<file path="src/rtl/fifo_pkg.sv">
// fifo_pkg: shared defaults for the register-file FIFO pointer controller
//   FIFO_ADDR_W    default address width
//   FIFO_DEPTH     default number of entries (2**FIFO_ADDR_W)
//   FIFO_AFULL_LVL default almost-full threshold
package fifo_pkg;
    localparam int FIFO_ADDR_W    = 6;
    localparam int FIFO_DEPTH     = 2 ** FIFO_ADDR_W;
    localparam int FIFO_AFULL_LVL = 60;
endpackage

</file>
<file path="src/rtl/fifo_ptr_ctrl_if.sv">
// fifo_ptr_ctrl_if: request/address/status bundle between FIFO users and the pointer controller
//   master: drives wr_req/rd_req, observes addresses, enables and status
//   slave : the controller, driving addresses, enables, flags, count and error pulses
interface fifo_ptr_ctrl_if import fifo_pkg::*; #(
    parameter int ADDR_W = FIFO_ADDR_W
);
    logic              wr_req;
    logic              rd_req;
    logic [ADDR_W-1:0] wr_addr;
    logic              wr_en;
    logic [ADDR_W-1:0] rd_addr;
    logic              rd_en;
    logic              full;
    logic              empty;
    logic              almost_full;
    logic [ADDR_W:0]   count;
    logic              wr_err;
    logic              rd_err;
    modport master (
        output wr_req, rd_req,
        input  wr_addr, wr_en, rd_addr, rd_en, full, empty, almost_full, count, wr_err, rd_err
    );
    modport slave (
        input  wr_req, rd_req,
        output wr_addr, wr_en, rd_addr, rd_en, full, empty, almost_full, count, wr_err, rd_err
    );
endinterface

</file>
<file path="src/rtl/fifo_ptr.sv">
// fifo_ptr: W-bit incrementing pointer, MSB acts as the wrap bit
//   clk, rst : clock, asynchronous active-high reset
//   i_inc    : advance pointer by one on the next rising edge
//   o_ptr    : registered pointer value
module fifo_ptr #(
    parameter int W = 7
) (
    input  logic         clk,
    input  logic         rst,
    input  logic         i_inc,
    output logic [W-1:0] o_ptr
);
    logic [W-1:0] r_ptr;
    always_ff @(posedge clk or posedge rst) begin
        if (rst) r_ptr <= '0;
        else if (i_inc) r_ptr <= r_ptr + W'(1);
    end
    assign o_ptr = r_ptr;
endmodule

</file>
<file path="src/rtl/fifo_ptr_ctrl.sv">
// fifo_ptr_ctrl: write/read pointer and flag controller for the register-file FIFO
//   clk, rst : clock, asynchronous active-high reset
//   bus      : slave side of fifo_ptr_ctrl_if
//              wr_req/rd_req in; wr_addr/rd_addr, wr_en/rd_en (combinational from
//              registered flags), full/empty/almost_full/count, wr_err/rd_err pulses out
module fifo_ptr_ctrl import fifo_pkg::*; #(
    parameter int ADDR_W    = FIFO_ADDR_W,
    parameter int AFULL_LVL = FIFO_AFULL_LVL
) (
    input  logic           clk,
    input  logic           rst,
    fifo_ptr_ctrl_if.slave bus
);
    localparam int DEPTH = 2 ** ADDR_W;
    logic [ADDR_W:0] w_wptr;
    logic [ADDR_W:0] w_rptr;
    logic [ADDR_W:0] w_count_nxt;
    logic [ADDR_W:0] r_count;
    logic            w_wr_en;
    logic            w_rd_en;
    logic            r_full;
    logic            r_empty;
    logic            r_afull;
    logic            r_wr_err;
    logic            r_rd_err;
    assign w_wr_en     = bus.wr_req & ~r_full;
    assign w_rd_en     = bus.rd_req & ~r_empty;
    assign w_count_nxt = r_count + (ADDR_W+1)'(w_wr_en) - (ADDR_W+1)'(w_rd_en);
    fifo_ptr #(.W(ADDR_W + 1)) u_wptr (
        .clk   (clk),
        .rst   (rst),
        .i_inc (w_wr_en),
        .o_ptr (w_wptr)
    );
    fifo_ptr #(.W(ADDR_W + 1)) u_rptr (
        .clk   (clk),
        .rst   (rst),
        .i_inc (w_rd_en),
        .o_ptr (w_rptr)
    );
    // Flags are derived from the next count so they are valid right after the causing edge
    always_ff @(posedge clk or posedge rst) begin
        if (rst) begin
            r_count  <= '0;
            r_full   <= 1'b0;
            r_empty  <= 1'b1;
            r_afull  <= 1'b0;
            r_wr_err <= 1'b0;
            r_rd_err <= 1'b0;
        end else begin
            r_count  <= w_count_nxt;
            r_full   <= w_count_nxt == (ADDR_W+1)'(DEPTH);
            r_empty  <= w_count_nxt == '0;
            r_afull  <= w_count_nxt >= (ADDR_W+1)'(AFULL_LVL);
            r_wr_err <= bus.wr_req & r_full;
            r_rd_err <= bus.rd_req & r_empty;
        end
    end
    assign bus.wr_addr     = w_wptr[ADDR_W-1:0];
    assign bus.rd_addr     = w_rptr[ADDR_W-1:0];
    assign bus.wr_en       = w_wr_en;
    assign bus.rd_en       = w_rd_en;
    assign bus.count       = r_count;
    assign bus.full        = r_full;
    assign bus.empty       = r_empty;
    assign bus.almost_full = r_afull;
    assign bus.wr_err      = r_wr_err;
    assign bus.rd_err      = r_rd_err;
endmodule

</file>
<file path="src/flat_wrapper.sv">
// flat-port wrapper written by rule: the top's interface ports become plain ports
module fifo_ptr_ctrl_flat import fifo_pkg::*;
#(
    parameter int ADDR_W    = FIFO_ADDR_W,
    parameter int AFULL_LVL = FIFO_AFULL_LVL
)
  (clk, rst, bus_wr_req, bus_rd_req, bus_wr_addr, bus_wr_en, bus_rd_addr, bus_rd_en, bus_full, bus_empty, bus_almost_full, bus_count, bus_wr_err, bus_rd_err);
  fifo_ptr_ctrl_if #(.ADDR_W(ADDR_W)) bus_i ();
  input  logic clk;
  input  logic rst;
  input wire logic [$bits(bus_i.wr_req)-1:0] bus_wr_req;
  input wire logic [$bits(bus_i.rd_req)-1:0] bus_rd_req;
  output wire logic [$bits(bus_i.wr_addr)-1:0] bus_wr_addr;
  output wire logic [$bits(bus_i.wr_en)-1:0] bus_wr_en;
  output wire logic [$bits(bus_i.rd_addr)-1:0] bus_rd_addr;
  output wire logic [$bits(bus_i.rd_en)-1:0] bus_rd_en;
  output wire logic [$bits(bus_i.full)-1:0] bus_full;
  output wire logic [$bits(bus_i.empty)-1:0] bus_empty;
  output wire logic [$bits(bus_i.almost_full)-1:0] bus_almost_full;
  output wire logic [$bits(bus_i.count)-1:0] bus_count;
  output wire logic [$bits(bus_i.wr_err)-1:0] bus_wr_err;
  output wire logic [$bits(bus_i.rd_err)-1:0] bus_rd_err;
  assign bus_i.wr_req = bus_wr_req;
  assign bus_i.rd_req = bus_rd_req;
  assign bus_wr_addr = bus_i.wr_addr;
  assign bus_wr_en = bus_i.wr_en;
  assign bus_rd_addr = bus_i.rd_addr;
  assign bus_rd_en = bus_i.rd_en;
  assign bus_full = bus_i.full;
  assign bus_empty = bus_i.empty;
  assign bus_almost_full = bus_i.almost_full;
  assign bus_count = bus_i.count;
  assign bus_wr_err = bus_i.wr_err;
  assign bus_rd_err = bus_i.rd_err;
  fifo_ptr_ctrl #(.ADDR_W(ADDR_W), .AFULL_LVL(AFULL_LVL)) u_core (.clk(clk), .rst(rst), .bus(bus_i));
endmodule
</file>
<file path="config.mk">
export PLATFORM = sky130hd
export DESIGN_NAME = fifo_ptr_ctrl_flat
export DESIGN_NICKNAME = d
export VERILOG_FILES = /design/src/rtl/fifo_pkg.sv /design/src/rtl/fifo_ptr_ctrl_if.sv /design/src/rtl/fifo_ptr.sv /design/src/rtl/fifo_ptr_ctrl.sv /design/src/flat_wrapper.sv
export SDC_FILE = /design/constraint.sdc
export NUM_CORES = 1
export LEC_CHECK = 0
export CELL_PAD_IN_SITES_DETAIL_PLACEMENT = 0
export CELL_PAD_IN_SITES_GLOBAL_PLACEMENT = 2
export CORE_MARGIN = 2
export CORE_UTILIZATION = 30
export DETAILED_ROUTE_END_ITERATION = 6
export PLACE_DENSITY = 0.81
export SYNTH_ARGS = -nofsm -noshare
export SYNTH_HDL_FRONTEND = slang
export SYNTH_SLANG_ARGS = --single-unit
export TNS_END_PERCENT = 10
</file>
<file path="constraint.sdc">
create_clock -name clk -period 3.9 [get_ports clk]
set_clock_uncertainty 0.15 [all_clocks]
set_input_delay 0.78 -clock clk [delete_from_list [all_inputs] [get_ports clk]]
set_output_delay 0.78 -clock clk [all_outputs]
set_load 0.01 [all_outputs]
</file>
# Yosys cells after proc, flatten, opt, wreduce, memory -nomap -nowiden
# Index checks and enable logic that the tools add are counted.
# word_totals
ff_bits,26
in_bits,4
elab_cells,21
# classes
addsub,4
n_lt_le_gt_ge,1
eq_ne,1
bitwise,6
reduce_logical,1
# op_table
operator,count
adder 7 x 1 -> 7 bit (second input constant),2
adder 7 x 1 -> 7 bit,1
== test 7 bit (second input constant),1
>= comparator 7 x 6 -> 1 bit (second input constant),1
zero test 7 bit,1
subtractor 7 x 1 -> 7 bit,1
AND 1 bit,4
inverter 1 bit,2

# Logic depth before layout (Yosys ltp)
# Gate-level depths: netlist (run 1).
# logic_depth
depth_word,5
ltp_mapped,14
ltp_nobuf,13

# Hierarchy
# From an unflattened synthesis (run 1), not the netlist that was laid out.
# unflattened
hier_cells,111
area_unflattened_um2,1260.0
# by_module_without_submodules
mod,instances,cells_per_inst,area_per_inst_um2,seq_area_each_um2
fifo_ptr_ctrl,1,65,686.9,301.5
fifo_ptr,2,23,286.5,175.2

# Worst setup path after synthesis (run 1)
# OpenSTA, ideal clock, no wires.
# synth_path
path_type,input -> register
startpoint,input bus_wr_req
endpoint,register u_core.r_afull (netlist: u_core.bus.almost_full)
setup_time_ps,120
arrival_ps,3283
t_required_ps,3630
slack_ps,347
stages,14
cell_sequence,nor2b_1 clkbuf_1 inv_1 ha_1 inv_1 ha_1 inv_1 fa_1 nand2b_1 a211oi_1 nor4_1 a311oi_1 inv_1 a41o_2
# synth_via
elab_chain_len,4
# synth_rtl
element,line,source
from (decl),flat_wrapper.sv:11,input wire logic [$bits(bus_i.wr_req)-1:0] bus_wr_req;
AND 1 bit,fifo_ptr_ctrl.sv:26,assign w_wr_en = bus.wr_req & ~r_full;
via bus_wr_en,flat_wrapper.sv:14,output wire logic [$bits(bus_i.wr_en)-1:0] bus_wr_en;
adder 7 x 1 -> 7 bit,fifo_ptr_ctrl.sv:28,assign w_count_nxt = r_count + (ADDR_W+1)'(w_wr_en) - (ADDR_W+1)'(w_rd_en);
subtractor 7 x 1 -> 7 bit,fifo_ptr_ctrl.sv:28,
via u_core.w_count_nxt[6],fifo_ptr_ctrl.sv:17,logic [ADDR_W:0] w_count_nxt;
>= comparator 7 x 6 -> 1 bit,fifo_ptr_ctrl.sv:54,r_afull <= w_count_nxt >= (ADDR_W+1)'(AFULL_LVL);
to (signal assigned),fifo_ptr_ctrl.sv:54,
to (decl),fifo_ptr_ctrl.sv:23,logic r_afull;
# The timed path passes the listed nets, and every way through them passes these cells.
# A chain may end at the register's enable or synchronous reset.

# Worst setup path in the final report (run 1)
# layout_path
startpoint,input bus_wr_req
endpoint,register u_core.r_afull (netlist: u_core.bus.almost_full)
# layout_via
elab_chain_len,4
# layout_rtl
element,line
AND 1 bit,fifo_ptr_ctrl.sv:26
adder 7 x 1 -> 7 bit,fifo_ptr_ctrl.sv:28
subtractor 7 x 1 -> 7 bit,fifo_ptr_ctrl.sv:28
via u_core.w_count_nxt[6],fifo_ptr_ctrl.sv:17
>= comparator 7 x 6 -> 1 bit,fifo_ptr_ctrl.sv:54
# The timed path passes the listed nets, and every way through them passes these cells.

==> flow_results.xml, run 1 <==
<?xml version="1.0" encoding="UTF-8"?>
<metrics>
  <group name="setup_path">
    <metric name="crit-reg2reg-launch" unit="">u_core.bus.full$_DFF_PP0_</metric>
    <metric name="critical_path_class" unit="">in2reg</metric>
    <metric name="critical_path_s_largest_stage_delay" unit="ns">0.46</metric>
    <metric name="worstReg2RegEnd" unit="">u_core.bus.almost_full$_DFF_PP0_</metric>
    <metric name="cp.required" unit="ns">3.91</metric>
    <metric name="regToRegSetupSlack" unit="ns">0.82</metric>
    <metric name="worst_setup_path_end_kind" unit="">register</metric>
    <metric name="worst_r2r_path_depth" unit="">13</metric>
    <metric name="crit_path_cell_trace" unit="">clkdlybuf4s50_1 -&gt; nor2b_1 -&gt; inv_1 -&gt; ha_1 -&gt; inv_1 -&gt; ha_1 -&gt; inv_1 -&gt; fa_1 -&gt; nand2b_1 -&gt; a211oi_1 -&gt; nor4_1 -&gt; a311oi_1 -&gt; inv_1 -&gt; a41o_2</metric>
    <metric name="crit_slowest_cell" unit="">clkdlybuf4s50_1</metric>
    <metric name="timing.critical_path.mode_cell" unit="">inv_1</metric>
    <metric name="timing.critical_path.from_type" unit="">input port</metric>
    <metric name="arrival" unit="ns">3.68</metric>
    <metric name="path_max_fanout" unit="">3</metric>
  </group>
  <group name="global_route">
    <metric name="overflow" unit="">0</metric>
    <metric name="globalRoute.busiestLayer" unit="">met2</metric>
    <metric name="groute.layer.met3.usage" unit="">0.0204</metric>
    <metric name="global_route.usage.total" unit="">0.114</metric>
    <metric name="antenna_violations_before_repair" unit="">0</metric>
    <metric name="grt_use_met2" unit="">0.179</metric>
    <metric name="wire_length_of_the_first_global_routing_pass" unit="µm">3770</metric>
    <metric name="grt_max_degree" unit="">25</metric>
    <metric name="grt_use_met1" unit="">0.152</metric>
    <metric name="vias_in_the_first_global_route" unit="">813</metric>
  </group>
  <group name="flow_run">
    <metric name="timing.max_cap.violations" unit="">0</metric>
  </group>
  <group name="timing">
    <metric name="slew-limit-headroom" unit="">0.400</metric>
    <metric name="setup_tns" unit="ns">0</metric>
    <metric name="layout_worst_path_cycle_share" unit="">0.941</metric>
    <metric name="fin_crit" unit="ns">3.67</metric>
    <metric name="timing_worst_slew_pin_value" unit="ns">0.899</metric>
    <metric name="fmaxAchievable" unit="MHz">272</metric>
    <metric name="rsz0062_at_grt" unit="">false</metric>
    <metric name="setup_viol" unit="">0</metric>
    <metric name="slew_violations" unit="">0</metric>
    <metric name="hold_violations" unit="">0</metric>
  </group>
  <group name="cells_and_area">
    <metric name="post-route-util" unit="">0.429</metric>
    <metric name="final_nets" unit="">151</metric>
    <metric name="final_cell_area" unit="µm²">1580</metric>
    <metric name="fillerInstances" unit="">361</metric>
    <metric name="fraction_of_final_layout_cells_with_drive_strength_greater_than_1" unit="">0.110</metric>
    <metric name="num_antenna_cells" unit="">0</metric>
    <metric name="layout-area-overhead-vs-synth" unit="%">35.9</metric>
    <metric name="fin_cells" unit="">184</metric>
  </group>
  <group name="clocking">
    <metric name="h-tree-depth" unit="">1</metric>
    <metric name="worstSkewPairLatency" unit="ns">0.26</metric>
    <metric name="ctsLongestPathBuffers" unit="">2</metric>
    <metric name="cts-resized-gates" unit="">0</metric>
    <metric name="clkTransAtPathRegs" unit="ns">0.08</metric>
    <metric name="cts_hold_buffers" unit="">0</metric>
    <metric name="clock-sinks" unit="">24</metric>
    <metric name="cts_root_buf" unit="">clkbuf_8</metric>
    <metric name="post_cts_buffers" unit="">0</metric>
    <metric name="cts_inserted_buffers" unit="">3</metric>
    <metric name="tritoncts" unit="">built</metric>
  </group>
  <group name="synthesis">
    <metric name="synth_sequential_area_ratio" unit="">0.517</metric>
    <metric name="net_count_after_synthesis" unit="">115</metric>
    <metric name="synth-edff-count" unit="">0</metric>
    <metric name="post_synth_main_area_contributors" unit="">dfrtp_1 (49%), ha_1 (9.7%), xnor2_1 (7.5%)</metric>
    <metric name="syn-instance-count" unit="">101</metric>
    <metric name="synth_top_area_frac" unit="">0.494</metric>
    <metric name="yosysWarningCount" unit="">0</metric>
    <metric name="synth_top_cells_by_count" unit="">dfrtp_1 (23), inv_1 (13), xnor2_1 (10), ha_1 (9)</metric>
    <metric name="async_reset_ff_frac" unit="">1.00</metric>
    <metric name="cell_with_the_most_instances_after_synthesis" unit="">dfrtp_1</metric>
    <metric name="ys_dominant_reg_cell" unit="">dfrtp_1</metric>
    <metric name="ys_seq_elements" unit="">24</metric>
    <metric name="mappedNetlistArea" unit="µm²">1160</metric>
    <metric name="post_synth_cell_types" unit="">29</metric>
    <metric name="synth_area_per_cell" unit="µm²">11.5</metric>
    <metric name="synth_top_cell_by_area" unit="">dfrtp_1</metric>
  </group>
  <group name="route">
    <metric name="detail_route.vias_per_cell" unit="">4.57</metric>
    <metric name="drt_first_iter_violations" unit="">31</metric>
    <metric name="firstDrtPassIters" unit="">2</metric>
    <metric name="finalWirelength" unit="µm">2220</metric>
    <metric name="drcViolationCount" unit="">0</metric>
    <metric name="detail-route-antenna-nets" unit="">0</metric>
    <metric name="wl_per_cell" unit="µm">12.0</metric>
    <metric name="dr_total_vias" unit="">841</metric>
  </group>
  <group name="placed_design">
    <metric name="placement.io_buffers" unit="">29</metric>
    <metric name="place_congestion" unit="">0.785</metric>
    <metric name="dpl.hpwl" unit="µm">1750</metric>
    <metric name="postPlaceCellArea" unit="µm²">1540</metric>
    <metric name="dp.cells" unit="">180</metric>
  </group>
  <group name="min_path">
    <metric name="worstHoldPathType" unit="">reg2reg</metric>
    <metric name="hold_start" unit="">u_core.u_wptr.o_ptr[5]$_DFFE_PP0P_</metric>
    <metric name="holdPathStages" unit="">1</metric>
    <metric name="hold-path-endpoint" unit="">u_core.u_wptr.o_ptr[5]$_DFFE_PP0P_</metric>
  </group>
  <group name="floorplan">
    <metric name="core_area" unit="µm²">3690</metric>
    <metric name="std_cell_rows" unit="">22</metric>
    <metric name="io_pins" unit="">30</metric>
    <metric name="start_util" unit="">0.316</metric>
    <metric name="fp.dieH" unit="µm">66.3</metric>
    <metric name="die-width" unit="µm">66.3</metric>
    <metric name="design.die.area" unit="µm²">4400</metric>
  </group>
  <group name="run_status">
    <metric name="status" unit="">finished clean</metric>
  </group>
  <group name="pwr">
    <metric name="post-layout-total-power" unit="µW">1560</metric>
    <metric name="power_density_normalized_to_cell_area" unit="nW/µm²">985</metric>
    <metric name="p_leak" unit="µW">0.000705</metric>
    <metric name="ir_worst_vdd" unit="V">0.000370</metric>
  </group>
</metrics>
-- registers in the layout, summed over array words and instances (netlist names) --
name                    cells
u_core.bus.full             1
u_core.u_wptr.o_ptr         6
u_core.bus.count            7
u_core.bus.wr_err           1
u_core.bus.empty            1
u_core.u_rptr.o_ptr         6
u_core.bus.almost_full      1
u_core.bus.rd_err           1
-- worst max path at each step --
stage | start | to | slack, ns | cells after the start
finish | bus_wr_req | u_core.bus.almost_full$_DFF_PP0_ | 0.23 | 14
global route | bus_wr_req | u_core.bus.almost_full$_DFF_PP0_ | 0.08 | 14
CTS | bus_wr_req | u_core.bus.almost_full$_DFF_PP0_ | 0.20 | 14
detailed placement | bus_wr_req | u_core.bus.almost_full$_DFF_PP0_ | -0.06 | 14
global placement | bus_wr_req | u_core.bus.almost_full$_DFF_PP0_ | 0.01 | 14
floorplan | bus_wr_req | u_core.bus.almost_full$_DFF_PP0_ | 0.35 | 14
-- placed cells by master (no fill, tap or decap), types with 2 or more instances in the layout --
| cell | Yosys | layout |
|---|---|---|
| dfrtp_1 | 23 | 23 |
| xor2_1 | 5 | 5 |
| nor2_1 | 4 | 4 |
| nand2b_1 | 2 | 2 |
| clkdlybuf4s50_1 | 0 | 29 |
| ha_1 | 9 | 9 |
| nor3_1 | 2 | 2 |
| nor2b_1 | 2 | 2 |
| and2_1 | 3 | 3 |
| o21ai_0 | 2 | 2 |
| nand2_1 | 3 | 3 |
| nand4_1 | 5 | 5 |
| inv_1 | 13 | 13 |
| buf_4 | 0 | 4 |
| xnor2_1 | 10 | 10 |
| mux2_2 | 2 | 2 |
| clkbuf_8 | 0 | 3 |
-- worst max-delay path: cells and delay by family --
family / cells / cell delay (ns)
buffers and inverters: 5 / 0.76
AO/OA/AOI/OAI: 3 / 0.84
adder cells (fa/ha/maj): 3 / 0.80
AND/OR/NAND/NOR: 3 / 0.48
-- area by class of cell --
type	instances	area [µm²]	area share
flip-flops and latches	24	602	0.380
multi-input cells	62	507	0.320
repair buffers	33	320	0.202
well taps	48	60.1	0.0379
inverters	13	48.8	0.0308
clock buffers	4	45.0	0.0285
-- kinds of logic (layout without fill, tap and decap cells) --
group,after synthesis,after routing,share of synthesized area
AND/OR/NAND/NOR,25,25,0.121
flip-flops,24,24,0.517
XOR/XNOR,15,15,0.113
buffers and inverters,15,50,0.0483
adder cells (fa/ha/maj),10,10,0.114
AO/OA/AOI/OAI,10,10,0.0677
multiplexers,2,2,0.0193
-- where the power goes --
part / switching (µW) / leakage, µW / internal, µW
Clock: 76.1 / 0.0000228 / 72.9
Combinational: 443 / 0.000393 / 481
Sequential: 111 / 0.000289 / 375
-- routing by layer --
metal	routed length (µm)	up-vias
li1	-	410
met3	74	4
met2	995	20
met5	0	-
met4	39	0
met1	1110	407
-- through the flow --
step | hold WS, ns | setup WS, ns
after floorplan | 0.354 | 0.347
after detailed placement | 0.313 | -0.0563
after global routing | 0.338 | 0.0767
final | 0.322 | 0.230
after CTS | 0.328 | 0.203
after global placement | 0.306 | 0.0114
Power figures use the tool's default switching activity.
==> run 2: changes to the inputs <==
Settings changed: SETUP_SLACK_MARGIN set to 0.2, SKIP_LAST_GASP set to 1.
==> flow_results.xml, run 2 (synthesis results as in run 1) <==
<?xml version="1.0" encoding="UTF-8"?>
<metrics>
  <group name="setup_path">
    <metric name="critical_path_class" unit="">in2reg</metric>
    <metric name="timing.critical_path.from_type" unit="">input port</metric>
    <metric name="worst_setup_path_end_kind" unit="">register</metric>
    <metric name="path_max_fanout" unit="">3</metric>
    <metric name="cp.required" unit="ns">3.93</metric>
    <metric name="arrival" unit="ns">3.55</metric>
  </group>
  <group name="global_route">
    <metric name="antenna_violations_before_repair" unit="">0</metric>
    <metric name="groute.layer.met3.usage" unit="">0.0204</metric>
    <metric name="global_route.usage.total" unit="">0.114</metric>
    <metric name="wire_length_of_the_first_global_routing_pass" unit="µm">3770</metric>
    <metric name="vias_in_the_first_global_route" unit="">813</metric>
    <metric name="grt_max_degree" unit="">25</metric>
    <metric name="grt_use_met2" unit="">0.179</metric>
    <metric name="grt_use_met1" unit="">0.152</metric>
    <metric name="overflow" unit="">0</metric>
    <metric name="globalRoute.busiestLayer" unit="">met2</metric>
  </group>
  <group name="route">
    <metric name="drt_first_iter_violations" unit="">35</metric>
    <metric name="wl_per_cell" unit="µm">12.0</metric>
    <metric name="dr_total_vias" unit="">850</metric>
    <metric name="finalWirelength" unit="µm">2210</metric>
    <metric name="detail-route-antenna-nets" unit="">0</metric>
    <metric name="detail_route.vias_per_cell" unit="">4.62</metric>
    <metric name="drcViolationCount" unit="">0</metric>
    <metric name="firstDrtPassIters" unit="">3</metric>
  </group>
  <group name="timing">
    <metric name="slew_violations" unit="">0</metric>
    <metric name="setup_tns" unit="ns">0</metric>
    <metric name="rsz0062_at_grt" unit="">false</metric>
    <metric name="layout_worst_path_cycle_share" unit="">0.903</metric>
    <metric name="slew-limit-headroom" unit="">0.401</metric>
    <metric name="fin_crit" unit="ns">3.52</metric>
    <metric name="final_critical_path_setup_slack" unit="ns">0.379</metric>
    <metric name="worst_hold_slack" unit="ns">0.321</metric>
    <metric name="setup_viol" unit="">0</metric>
    <metric name="hold_violations" unit="">0</metric>
    <metric name="timing_worst_slew_pin_value" unit="ns">0.898</metric>
    <metric name="fmaxAchievable" unit="MHz">284</metric>
  </group>
  <group name="clocking">
    <metric name="clkTransAtPathRegs" unit="ns">0.08</metric>
    <metric name="clock-sinks" unit="">24</metric>
    <metric name="cts_inserted_buffers" unit="">3</metric>
    <metric name="ctsLongestPathBuffers" unit="">2</metric>
    <metric name="cts_root_buf" unit="">clkbuf_8</metric>
    <metric name="h-tree-depth" unit="">1</metric>
    <metric name="worstSkewPairLatency" unit="ns">0.26</metric>
    <metric name="tritoncts" unit="">built</metric>
  </group>
  <group name="pwr">
    <metric name="post-layout-total-power" unit="µW">1570</metric>
    <metric name="p_seq_frac" unit="">0.311</metric>
    <metric name="share_comb_of_total_power" unit="">0.595</metric>
    <metric name="power.clock.fraction" unit="">0.094</metric>
    <metric name="p_switching" unit="µW">635</metric>
    <metric name="ir_worst_vdd" unit="V">0.000372</metric>
    <metric name="switching_share" unit="">0.405</metric>
    <metric name="p_leak" unit="µW">0.000708</metric>
    <metric name="internal_power" unit="µW">934</metric>
    <metric name="power_density_normalized_to_cell_area" unit="nW/µm²">985</metric>
  </group>
  <group name="cells_and_area">
    <metric name="fillerInstances" unit="">361</metric>
    <metric name="layout_common_cells" unit="">clkdlybuf4s50_1 (29), dfrtp_1 (23), inv_1 (13)</metric>
    <metric name="largest_reg_flops" unit="">7</metric>
    <metric name="final_nets" unit="">151</metric>
    <metric name="register_area" unit="µm²">602</metric>
    <metric name="fraction_of_final_layout_cells_with_drive_strength_greater_than_1" unit="">0.132</metric>
    <metric name="num_antenna_cells" unit="">0</metric>
    <metric name="multiInputGateArea" unit="µm²">517</metric>
    <metric name="post-route-util" unit="">0.432</metric>
    <metric name="layout.cells.most_common" unit="">clkdlybuf4s50_1</metric>
    <metric name="layout-area-overhead-vs-synth" unit="%">36.7</metric>
  </group>
  <group name="placed_design">
    <metric name="placement.io_buffers" unit="">29</metric>
    <metric name="place_congestion" unit="">0.785</metric>
    <metric name="dpl.hpwl" unit="µm">1750</metric>
    <metric name="dp_slack" unit="ns">-0.0563</metric>
  </group>
  <group name="floorplan">
    <metric name="io_pins" unit="">30</metric>
    <metric name="design.die.area" unit="µm²">4400</metric>
    <metric name="start_util" unit="">0.316</metric>
    <metric name="die-width" unit="µm">66.3</metric>
    <metric name="std_cell_rows" unit="">22</metric>
    <metric name="core_area" unit="µm²">3690</metric>
    <metric name="fp.dieH" unit="µm">66.3</metric>
  </group>
  <group name="flow_run">
    <metric name="timing.max_cap.violations" unit="">0</metric>
  </group>
  <group name="min_path">
    <metric name="worstHoldPathType" unit="">reg2reg</metric>
  </group>
  <group name="run_status">
    <metric name="status" unit="">finished clean</metric>
  </group>
</metrics>
[run 2: worst max-delay path, stage by stage]
cell	delay [ns]
clkdlybuf4s50_1	0.46
nor2b_2	0.17
inv_1	0.05
ha_1	0.26
inv_1	0.06
ha_1	0.16
inv_1	0.06
fa_1	0.38
nand2b_1	0.19
a21oi_2	0.14
xnor2_1	0.12
or4_4	0.55
nor3_1	0.17
[run 2: path summary, 6_finish.rpt]
| path | slack [ns] | cells after the start | startpoint | end |
|---|---|---|---|---|
| worst max-delay path | 0.38 | 13 | bus_wr_req | u_core.bus.empty$_DFF_PP1_ |
| worst min-delay path | 0.32 | 1 | u_core.u_wptr.o_ptr[5]$_DFFE_PP0P_ | u_core.u_wptr.o_ptr[5]$_DFFE_PP0P_ |
| worst max register to register | 0.96 | 11 | u_core.bus.empty$_DFF_PP1_ | u_core.bus.empty$_DFF_PP1_ |
| worst min register to register | 0.32 | 1 | u_core.u_wptr.o_ptr[5]$_DFFE_PP0P_ | u_core.u_wptr.o_ptr[5]$_DFFE_PP0P_ |
| max in group asynchronous | 2.19 | 2 | rst | u_core.bus.count[2]$_DFF_PP0_ |
| min in group asynchronous | 0.86 | 2 | rst | u_core.u_rptr.o_ptr[0]$_DFFE_PP0P_ |
[run 2: area by class of cell]
cell class                 count  area share
sequential                    24       0.378
multi-input combinational     62       0.324
timing repair buffer          33       0.201
tap                           48      0.0377
inverter                      13      0.0306
clock buffer                   4      0.0283
[run 2: metal layers]
layer | wire length [µm] | up-vias
met5 | 0 | -
met4 | 49 | 0
met3 | 72 | 4
met2 | 997 | 20
met1 | 1090 | 415
li1 | - | 411
[run 2: power by group through the flow]
| stage | Sequential [µW] | Combinational, µW | Clock (µW) |
|---|---|---|---|
| floorplan | 527 | 523 | 0 |
| global placement | 487 | 923 | 0 |
| detailed placement | 494 | 929 | 0 |
| CTS | 491 | 935 | 154 |
| global route | 511 | 1040 | 167 |
| finish | 487 | 934 | 148 |
[run 2: per-stage QoR]
step | instances | area (µm²)
6_report | 184 | 1590
5_1_grt | 184 | 1590
4_1_cts | 184 | 1580
3_5_place_dp | 180 | 1540
3_3_place_gp | 180 | 1540
2_1_floorplan | 101 | 1160
[run 2: timing repair]
action | 4_1_cts | 5_1_grt
setup endpoints to repair | 0 | 3
hold buffers | 0 | 0
setup buffers | 0 | 0
resized for setup | 0 | 3
==> run 3: changes to the inputs <==
Settings changed: HOLD_SLACK_MARGIN set to 0.1.
==> results of run 3 <==
Final layout, timing and power as in run 2 (identical DEF).
